--- src/rtl/dff_pipe_pkg.sv ---
// Shared types and helpers for the dff_pipe delay line.
package dff_pipe_pkg;

    // Capture edge used by every register in the pipe.
    typedef enum logic {
        EDGE_RISE = 1'b0,
        EDGE_FALL = 1'b1
    } edge_e;

    // Width of a counter that must hold values 0..depth.
    function automatic int occ_width(input int depth);
        return $clog2(depth + 1);
    endfunction

endpackage

--- src/rtl/dff_stage.sv ---
// One {valid, data} register with stall, flush and async reset on a selectable edge.
module dff_stage
    import dff_pipe_pkg::*;
#(
    parameter int    WIDTH = 8,
    parameter edge_e EDGE  = EDGE_RISE
) (
    input  logic             clk,
    input  logic             rst_n,
    input  logic             en,
    input  logic             clr,
    input  logic             vld_in,
    input  logic [WIDTH-1:0] d,
    output logic             vld_out,
    output logic [WIDTH-1:0] q
);

    logic             vld_q;
    logic             vld_d;
    logic [WIDTH-1:0] data_q;
    logic [WIDTH-1:0] data_d;

    // Next-state: flush beats shift, otherwise hold.
    always_comb begin
        vld_d  = vld_q;
        data_d = data_q;
        if (clr) begin
            vld_d  = 1'b0;
            data_d = '0;
        end else if (en) begin
            vld_d  = vld_in;
            data_d = d;
        end
    end

    // Edge chosen structurally so the clock net itself is never inverted.
    generate
        if (EDGE == EDGE_FALL) begin : g_fall
            // Stage register, captures on the falling edge.
            always_ff @(negedge clk or negedge rst_n) begin
                if (!rst_n) begin
                    vld_q  <= 1'b0;
                    data_q <= '0;
                end else begin
                    vld_q  <= vld_d;
                    data_q <= data_d;
                end
            end
        end else begin : g_rise
            // Stage register, captures on the rising edge.
            always_ff @(posedge clk or negedge rst_n) begin
                if (!rst_n) begin
                    vld_q  <= 1'b0;
                    data_q <= '0;
                end else begin
                    vld_q  <= vld_d;
                    data_q <= data_d;
                end
            end
        end
    endgenerate

    assign vld_out = vld_q;
    assign q       = data_q;

endmodule

--- src/rtl/dff_pipe.sv ---
// Fixed-latency stallable delay line with valid tracking and live occupancy count.
module dff_pipe
    import dff_pipe_pkg::*;
#(
    parameter int    WIDTH = 8,
    parameter int    DEPTH = 3,
    parameter edge_e EDGE  = EDGE_RISE,
    parameter int    CW    = occ_width(DEPTH)
) (
    input  logic             clk,
    input  logic             rst_n,
    input  logic             en,
    input  logic             clr,
    input  logic             vld_in,
    input  logic [WIDTH-1:0] d,
    output logic [WIDTH-1:0] q,
    output logic             vld_out,
    output logic [CW-1:0]    occ
);

    logic [DEPTH:0]   vld_chain;
    logic [WIDTH-1:0] data_chain [DEPTH+1];
    logic [CW-1:0]    occ_q;
    logic [CW-1:0]    occ_d;

    assign vld_chain[0]  = vld_in;
    assign data_chain[0] = d;

    generate
        for (genvar i = 0; i < DEPTH; i++) begin : g_stage
            dff_stage #(
                .WIDTH (WIDTH),
                .EDGE  (EDGE)
            ) u_stage (
                .clk     (clk),
                .rst_n   (rst_n),
                .en      (en),
                .clr     (clr),
                .vld_in  (vld_chain[i]),
                .d       (data_chain[i]),
                .vld_out (vld_chain[i+1]),
                .q       (data_chain[i+1])
            );
        end
    endgenerate

    assign q       = data_chain[DEPTH];
    assign vld_out = vld_chain[DEPTH];

    // Occupancy tracks entering minus leaving valids; modular arithmetic
    // cancels any intermediate wrap since the true result stays in 0..DEPTH.
    always_comb begin
        occ_d = occ_q;
        if (clr) begin
            occ_d = '0;
        end else if (en) begin
            occ_d = occ_q + CW'(vld_in) - CW'(vld_out);
        end
    end

    generate
        if (EDGE == EDGE_FALL) begin : g_occ_fall
            // Occupancy register on the falling edge, in step with the stages.
            always_ff @(negedge clk or negedge rst_n) begin
                if (!rst_n) occ_q <= '0;
                else        occ_q <= occ_d;
            end
        end else begin : g_occ_rise
            // Occupancy register on the rising edge, in step with the stages.
            always_ff @(posedge clk or negedge rst_n) begin
                if (!rst_n) occ_q <= '0;
                else        occ_q <= occ_d;
            end
        end
    endgenerate

    assign occ = occ_q;

endmodule

--- config.mk ---
export PLATFORM = sky130hd
export DESIGN_NAME = dff_pipe
export DESIGN_NICKNAME = d
export VERILOG_FILES = /design/src/rtl/dff_pipe_pkg.sv /design/src/rtl/dff_stage.sv /design/src/rtl/dff_pipe.sv
export SDC_FILE = /design/constraint.sdc
export NUM_CORES = 1
export LEC_CHECK = 0
export CORE_UTILIZATION = 30
export DETAILED_ROUTE_END_ITERATION = 7
export HOLD_SLACK_MARGIN = 0.15
export PLACE_DENSITY = 0.59
export SETUP_SLACK_MARGIN = 0.5
export SLEW_MARGIN = 20
export SYNTH_ARGS = -nofsm -noshare
export SYNTH_HDL_FRONTEND = slang
export SYNTH_SLANG_ARGS = --single-unit
--- constraint.sdc ---
create_clock -name clk -period 2.2 [get_ports clk]
set_clock_uncertainty 0.05 [all_clocks]
set_input_delay 0.66 -clock clk [delete_from_list [all_inputs] [get_ports clk]]
set_output_delay 0.66 -clock clk [all_outputs]
set_load 0.01 [all_outputs]
* Word-level counts from Yosys, hierarchy flattened
Cells that the tools add are included.
Cells by class: add/sub/neg operators 2, muxes and demuxes 14, reduce and logical (&&, ||, !) cells 1
Operator list (number):
- 8-bit 2-to-1 mux | 6
- 1-bit 2-to-1 mux | 6
- 2-bit 2-to-1 mux | 2
- 2-bit by 1-bit adder with 2-bit output | 1
- 2-bit nonzero test | 1
- 2-bit by 1-bit subtractor with 2-bit output | 1
Storage, ports and cells: output and inout bits 11, input port bits 13, flip-flop bits (word level) 29, logic and storage cells 24

* Depth between registers and ports, before layout
Gate-level depths: netlist of the first run.
depth after elaboration 4, gate-level depth with buffers 7, mapped depth without buffers 7

* Cells and area by module
From an unflattened synthesis of the first run, not the netlist that was laid out.
Unflattened totals: cells, all modules 100, area, all modules 1221.2 µm²
By module, submodules not included:
- dff_stage | sequential area each 225.2 µm², cells an instance 29, instances 3, area each 364.1 µm²
- dff_pipe | sequential area each 50.0 µm², cells an instance 13, instances 1, area each 128.9 µm²

* Least setup slack after synthesis of the first run
Ideal clock, no wire load.
path type register to register, start reg g_stage[2].u_stage.vld_q, end reg occ_q[1] (netlist: occ[1]), setup slack 696 ps, path buffers 0, clock period less this slack 1504 ps, arrival time 1334 ps, stages on the path, launching flop included 7, data required time 2030 ps, setup time 120 ps, cells stage by stage dfrtp_1 -> ha_1 -> inv_1 -> ha_1 -> xor2_1 -> a21oi_2 -> a31o_1
On the way: word-level cells in the longest chain between the ends 3
RTL lines:
- from (decl) | RTL line dff_stage.sv:18 | logic vld_q;
- from (signal assigned) | RTL line dff_stage.sv:56 | vld_q <= vld_d;
- 2-bit by 1-bit subtractor with 2-bit output | RTL line dff_pipe.sv:57 | occ_d = occ_q + CW'(vld_in) - CW'(vld_out);
- 2-bit 2-to-1 mux | RTL line dff_pipe.sv:56 | end else if (en) begin
- 2-bit 2-to-1 mux | RTL line dff_pipe.sv:54 | if (clr) begin
- to (signal assigned) | RTL line dff_pipe.sv:71 | if (!rst_n) occ_q <= '0;
- to (signal assigned) | RTL line dff_pipe.sv:72 | else occ_q <= occ_d;
- to (decl) | RTL line dff_pipe.sv:23 | logic [CW-1:0] occ_q;
No other way between the ends. The select of a mux whose other input is x is not followed. A chain may end at the register's enable or synchronous reset.

* Final worst setup path of the first run
start reg g_stage[2].u_stage.data_q[1], end out q[1]
RTL lines:
- from (decl) | RTL line dff_stage.sv:20 | logic [WIDTH-1:0] data_q;
- from (signal assigned) | RTL line dff_stage.sv:57 | data_q <= data_d;
- to (decl) | RTL line dff_pipe.sv:16 | output logic [WIDTH-1:0] q,
No word-level cell between the ends.

==> results of run 1 <==
## worst register-to-register path, delay by kind of cell (launching register included)
| kind | cells | cell delay (ps) |
|---|---|---|
| flops | 1 | 410 |
| compound gates | 2 | 240 |
| buf+inv | 1 | 50 |
| xor+xnor | 1 | 180 |
| fa+ha+maj | 2 | 470 |
## per-stage QoR
step	power [mW]	cell area (um2)	cells	hold slack, ps
2_1_floorplan	0.6503	1326	109	314.4
3_3_place_gp	0.6879	1503	170	448.1
3_5_place_dp	0.6930	1503	170	467.4
4_1_cts	1.117	1575	178	472.6
5_1_grt	1.164	1595	179	496.3
6_report	1.094	1595	179	467.7
## flip-flops by register name (all words and copies together), names as in the netlist
signal	cells
g_stage.u_stage.q	24
occ	2
g_stage.u_stage.vld_out	3
## cell type report
class                      instances  area (um2)  area share
multi-input combinational         63       454.2      0.2847
inverter                           2       7.507    0.004706
clock inverter                     3       17.52     0.01098
tap                               50       62.56     0.03922
sequential                        29       725.7      0.4549
timing repair buffer              27       259.0      0.1624
clock buffer                       5       68.82     0.04314
## logic make-up after synthesis
kind of cell,after synthesis,synth area share
compound gates,2,0.01321
mux,28,0.2113
simple gates,30,0.08679
flops,29,0.5472
xor+xnor,1,0.006605
fa+ha+maj,2,0.01886
buf+inv,17,0.1160
## power groups by stage
stage / Combinational (mW) / Sequential (mW) / Clock, mW
after floorplan: 0.0773 / 0.573 / 0
after global placement: 0.115 / 0.573 / 0
after detailed placement: 0.119 / 0.574 / 0
after CTS: 0.115 / 0.564 / 0.437
after global routing: 0.130 / 0.566 / 0.468
final: 0.115 / 0.564 / 0.414
## worst min-delay path by stage
stage	slack, ps	to	depth (start not counted)
2_1_floorplan	310	g_stage[0].u_stage.q[0]$_DFFE_PN0P_	0
3_3_place_gp	450	g_stage[2].u_stage.q[4]$_DFFE_PN0P_	2
3_5_place_dp	470	g_stage[2].u_stage.vld_out$_DFFE_PN0P_	2
4_1_cts	470	g_stage[1].u_stage.q[7]$_DFFE_PN0P_	2
5_1_grt	500	g_stage[1].u_stage.q[7]$_DFFE_PN0P_	2
6_report	470	g_stage[1].u_stage.q[7]$_DFFE_PN0P_	2
## routing by layer
layer	GRT usage	vias to the layer above
met4	0.08594	0
li1	-	384
met2	0.1875	21
met5	0	-
met1	0.1095	372
met3	0.05592	5
## synth_stat cells, drive strengths merged
cell / number / area share
nor2: 29 / 0.082
a21oi: 1 / 0.0066
nand2b: 1 / 0.0047
dfrtp: 29 / 0.55
mux2i: 28 / 0.21
ha: 2 / 0.019
xor2: 1 / 0.0066
inv: 2 / 0.0057
a31o: 1 / 0.0066
buf: 15 / 0.11
## what timing repair did
item                       4_1_cts  5_1_grt
buffers inserted                 0        1
cloned                           0        0
pin swaps                        0        0
hold buffers                     0        0
gates resized for setup         11        5
setup endpoints to repair       11        5
==> flow_metrics.env, run 1 <==
export IMPL_run_status="complete, no violations"
export IMPL_netlist_area_um2=1326
export IMPL_vias=782
export IMPL_regToRegSetupSlack_ps=690
export IMPL_ys_warn_count=0
export IMPL_r2r_cells=6
export IMPL_via_per_inst=4.369
export IMPL_syn_nets=124
export IMPL_slew_headroom=0.7247
export IMPL_maxCapViolations=0
export IMPL_drv_slew=0
export IMPL_dp_hpwl_um=1446
export IMPL_dr_wl_met2_um=977
export IMPL_r2r_start="g_stage[2].u_stage.vld_out$_DFFE_PN0P_"
export IMPL_syn_to_final_growth_pct=20.28
export IMPL_post_place_ws_ps=233.9
export IMPL_cpPeakStageDelay_ps=380
export IMPL_p_comb_frac=0.106
export IMPL_antenna_found_initial=0
export IMPL_rsz0062_at_grt="false"
export IMPL_startpoint="g_stage[2].u_stage.q[1]$_DFFE_PN0P_"
export IMPL_drive_gt1_frac=0.1163
export IMPL_worstReg2RegEnd="occ[1]$_DFFE_PN0P_"
export IMPL_drt_iter0_markers=23
export IMPL_timing_final_crit_share=0.7512
export IMPL_intPower_mw=0.8295
export IMPL_worstPathArrival_ps=940
export IMPL_start_util=0.3223
export IMPL_critPathKind="reg2out"
export IMPL_peakVddDrop_v=0.0002130
export IMPL_dr_wl_met3_um=166
export IMPL_root_buffer="clkbuf_8"
export IMPL_final_util=0.3877
export IMPL_ys_types=13
export IMPL_htreeDepth=2
export IMPL_portBuffers=23
export IMPL_setup_worst_path_end="q[1]"
export IMPL_die_y_um=68.49
export IMPL_fillers=408
export IMPL_clock_sinks=29
export IMPL_worstPathRequired_ps=1490
export IMPL_cts_buffer_depth=2
export IMPL_critPathMaxFanout=2
export IMPL_grt_pass1_wl_um=3629
export IMPL_seqPwrFrac=0.516
export IMPL_n_antenna_cell=0
export IMPL_timing_fmax_mhz=605.1
export IMPL_cts_inserted_buffers=5
export IMPL_layout_common_cells="nor2_1 (29), dfrtp_1 (29), mux2i_1 (28)"
export IMPL_path_clk_slew_ps=60
export IMPL_grt_max_degree=30
export IMPL_crit_path_end_kind="output port"
export IMPL_final_hold_violation_count=0
export IMPL_cp_depth=1
export IMPL_gp_congestion=0.6417
export IMPL_wl_um=2145
export IMPL_sw_frac_of_total=0.2417
export IMPL_cp_start_kind="register"
export IMPL_hp_class="reg2reg"
export IMPL_p_sw_mw=0.2644
export IMPL_drc_errors=0
export IMPL_p_leak_nw=0.8382
export IMPL_coreArea_um2=4115
export IMPL_syn_area_per_cell_um2=12.17
export IMPL_grt_pass1_vias=829
export IMPL_cp_top_family="flip-flops"
export IMPL_cpMaxStageDelayCell="dfrtp_1"
export IMPL_synth_yosys_seq_area_share=0.5472
export IMPL_ys_ff_latch=29
export IMPL_synth_cells=109
export IMPL_power_frac_clock=0.379
export IMPL_layout_min_cycle_time_ps=1653
export IMPL_drt_first_pass_iters=3
export IMPL_grt_ovfl_total=0
export IMPL_dr_max_layer_used="met4"
export IMPL_fin_ws_ps=547.3
export IMPL_die_w_um=68.49
export IMPL_setup_viol=0
export IMPL_cts_tree="yes"
export IMPL_ant_nets=0
export IMPL_p_per_area_nw_per_um2=685.8
export IMPL_wl_met1_um=935
export IMPL_ioPinCount=24
export IMPL_tightest_slew_ps=412.9
export IMPL_routedWlPerCell_um=11.98
export IMPL_nNetsFinal=143
export IMPL_grt_usage=0.1141
export IMPL_num_rows=23
export IMPL_crit_chain="dlygate4sd2_1"
export IMPL_die_area_um2=4691
export IMPL_critPathBufInv=1
export IMPL_holdCritStartpoint="g_stage[0].u_stage.q[7]$_DFFE_PN0P_"
export IMPL_fin_setup_tns_ps=0
export IMPL_insertion_delay_ps=280
Power figures use the tool's default switching activity.
==> run 2, diff against run 1 <==
- PLACE_DENSITY: 0.59 -> 0.6
- clock period: 2.2 -> 1.5 ns (I/O delays scaled with it)
==> run 2 against run 1 <==
  * Final cell count increased by 5.6%
  * Combinational power grew 70%
  * Total power is 51% higher
  * Clock-buffer cell count increased by 2
  * Clock power grew 50%
  * Via count increased by 5.0%
  * Register-to-register slack got worse by 640 ps
  * Wire length is 13% higher
  * Non-clock buffer count rose by 11
  * First-iteration DRC count grew 70%
  * Worst hold slack hardly changed
  * Highest routed layer unchanged
==> flow_metrics.env, run 2 (same netlist as run 1, synthesis figures left out) <==
export IMPL_drt_iter0_markers=39
export IMPL_root_buffer="clkbuf_8"
export IMPL_die_area_um2=4691
export IMPL_portBuffers=23
export IMPL_p_per_area_nw_per_um2=973.2
export IMPL_wl_um=2417
export IMPL_timing_fmax_mhz=690.3
export IMPL_setup_viol=0
export IMPL_p_leak_nw=0.8961
export IMPL_dp_cells=171
export IMPL_seq_area_um2=725.7
export IMPL_die_y_um=68.49
export IMPL_grt_pass1_vias=861
export IMPL_htreeDepth=2
export IMPL_critPathKind="reg2reg"
export IMPL_maxCapViolations=0
export IMPL_fin_area_um2=1693
export IMPL_coreArea_um2=4115
export IMPL_timing_final_crit_share=0.9658
export IMPL_drt_first_pass_iters=4
export IMPL_gp_congestion=0.6277
export IMPL_final_util=0.4114
export IMPL_ioPinCount=24
export IMPL_startpoint="g_stage[2].u_stage.vld_out$_DFFE_PN0P_"
export IMPL_ctsHoldBuffers=0
export IMPL_place_area_um2=1543
export IMPL_antenna_found_initial=0
export IMPL_start_util=0.3223
export IMPL_num_rows=23
export IMPL_ant_nets=0
export IMPL_tightest_slew_ps=210.7
export IMPL_peakVddDrop_v=0.0003173
export IMPL_crit_path_end_kind="register"
export IMPL_whs_path_depth=2
export IMPL_dp_hpwl_um=1442
export IMPL_nNetsFinal=154
export IMPL_cts_tree="yes"
export IMPL_drc_errors=0
export IMPL_holdPathEnd="g_stage[1].u_stage.q[4]$_DFFE_PN0P_"
export IMPL_syn_to_final_growth_pct=27.64
export IMPL_vias=821
export IMPL_worstPathRequired_ps=1610
export IMPL_r2r_cells=6
export IMPL_via_per_inst=4.344
export IMPL_insertion_delay_ps=270
export IMPL_clock_sinks=29
export IMPL_hp_class="reg2reg"
export IMPL_slew_headroom=0.8596
export IMPL_cts_buffer_depth=2
export IMPL_cp_start_kind="register"
export IMPL_multi_input_area_um2=466.7
export IMPL_run_status="complete, no violations"
export IMPL_regToRegSetupSlack_ps=50
export IMPL_n_antenna_cell=0
export IMPL_worstPathArrival_ps=1560
export IMPL_layout_common_cells="nor2_1 (29), dfrtp_1 (29), mux2i_1 (28)"
export IMPL_largest_reg_flops=24
export IMPL_layout_min_cycle_time_ps=1449
export IMPL_fillers=378
export IMPL_worstReg2RegEnd="occ[1]$_DFFE_PN0P_"
export IMPL_cts_inserted_buffers=5
export IMPL_critPathMaxFanout=3
export IMPL_routedWlPerCell_um=12.79
export IMPL_r2r_start="g_stage[2].u_stage.vld_out$_DFFE_PN0P_"
export IMPL_holdCritStartpoint="g_stage[1].u_stage.q[4]$_DFFE_PN0P_"
export IMPL_rsz0062_at_grt="true"
export IMPL_grt_ovfl_total=0
export IMPL_grt_usage=0.1183
export IMPL_path_clk_slew_ps=60
export IMPL_grt_max_degree=31
export IMPL_final_hold_violation_count=0
export IMPL_die_w_um=68.49
export IMPL_drv_slew=0
export IMPL_drive_gt1_frac=0.2662
export IMPL_stdcell_count=189
export IMPL_grt_pass1_wl_um=3815
[run 2: final cells by class]
cell class / instances / area share
multi-input combinational: 63 / 0.2757
tap: 50 / 0.03695
clock buffer: 7 / 0.05100
sequential: 29 / 0.4287
inverter: 2 / 0.004435
timing repair buffer: 38 / 0.2033
[run 2: power breakdown]
part / switching (mW) / internal [mW]
Sequential: 0.0161 / 0.812
Combinational: 0.0929 / 0.103
Clock: 0.260 / 0.363
[run 2: through the flow]
stage	setup WS, ps	hold slack [ps]	total power, mW	TNS [ps]
global route	-38.09	485.1	1.740	-38.09
detailed placement	-208.1	459.9	1.030	-267.1
finish	51.25	467.8	1.647	0
floorplan	35.16	104.4	0.9611	0
CTS	50.45	474.9	1.667	0
global placement	-187.8	451.0	1.022	-222.6
[run 2: what timing repair did]
action	in CTS	in global routing
buffers inserted	5	4
gates cloned	1	1
pin swaps	3	2
gates resized for setup	45	6
endpoints found under the setup margin	40	15
[run 2: critical path, cell delays in order (launching register included)]
cell and delay (ps):
dfrtp_1 400, ha_1 310, inv_2 70, ha_4 120
xor2_2 160, a21oi_2 60, a31o_1 180
[run 2: how the worst max path moves through the flow]
stage / endpoint / slack (ps) / cells after the start
after global placement: occ[1]$_DFFE_PN0P_ / -190 / 5
after global routing: occ[1]$_DFFE_PN0P_ / -40 / 6
after floorplan: occ[1]$_DFFE_PN0P_ / 40 / 7
after detailed placement: occ[1]$_DFFE_PN0P_ / -210 / 5
final: occ[1]$_DFFE_PN0P_ / 50 / 6
after CTS: occ[1]$_DFFE_PN0P_ / 50 / 7
[run 2: per-layer routing]
layer	routed length, um	vias to the layer above	part of all wire	global-route usage
li1	-	407	-	-
met1	1022	391	0.42	0.1208
met2	1219	21	0.50	0.1985
met3	141	2	0.058	0.04770
met4	34	0	0.014	0.07813
met5	0	-	0	0
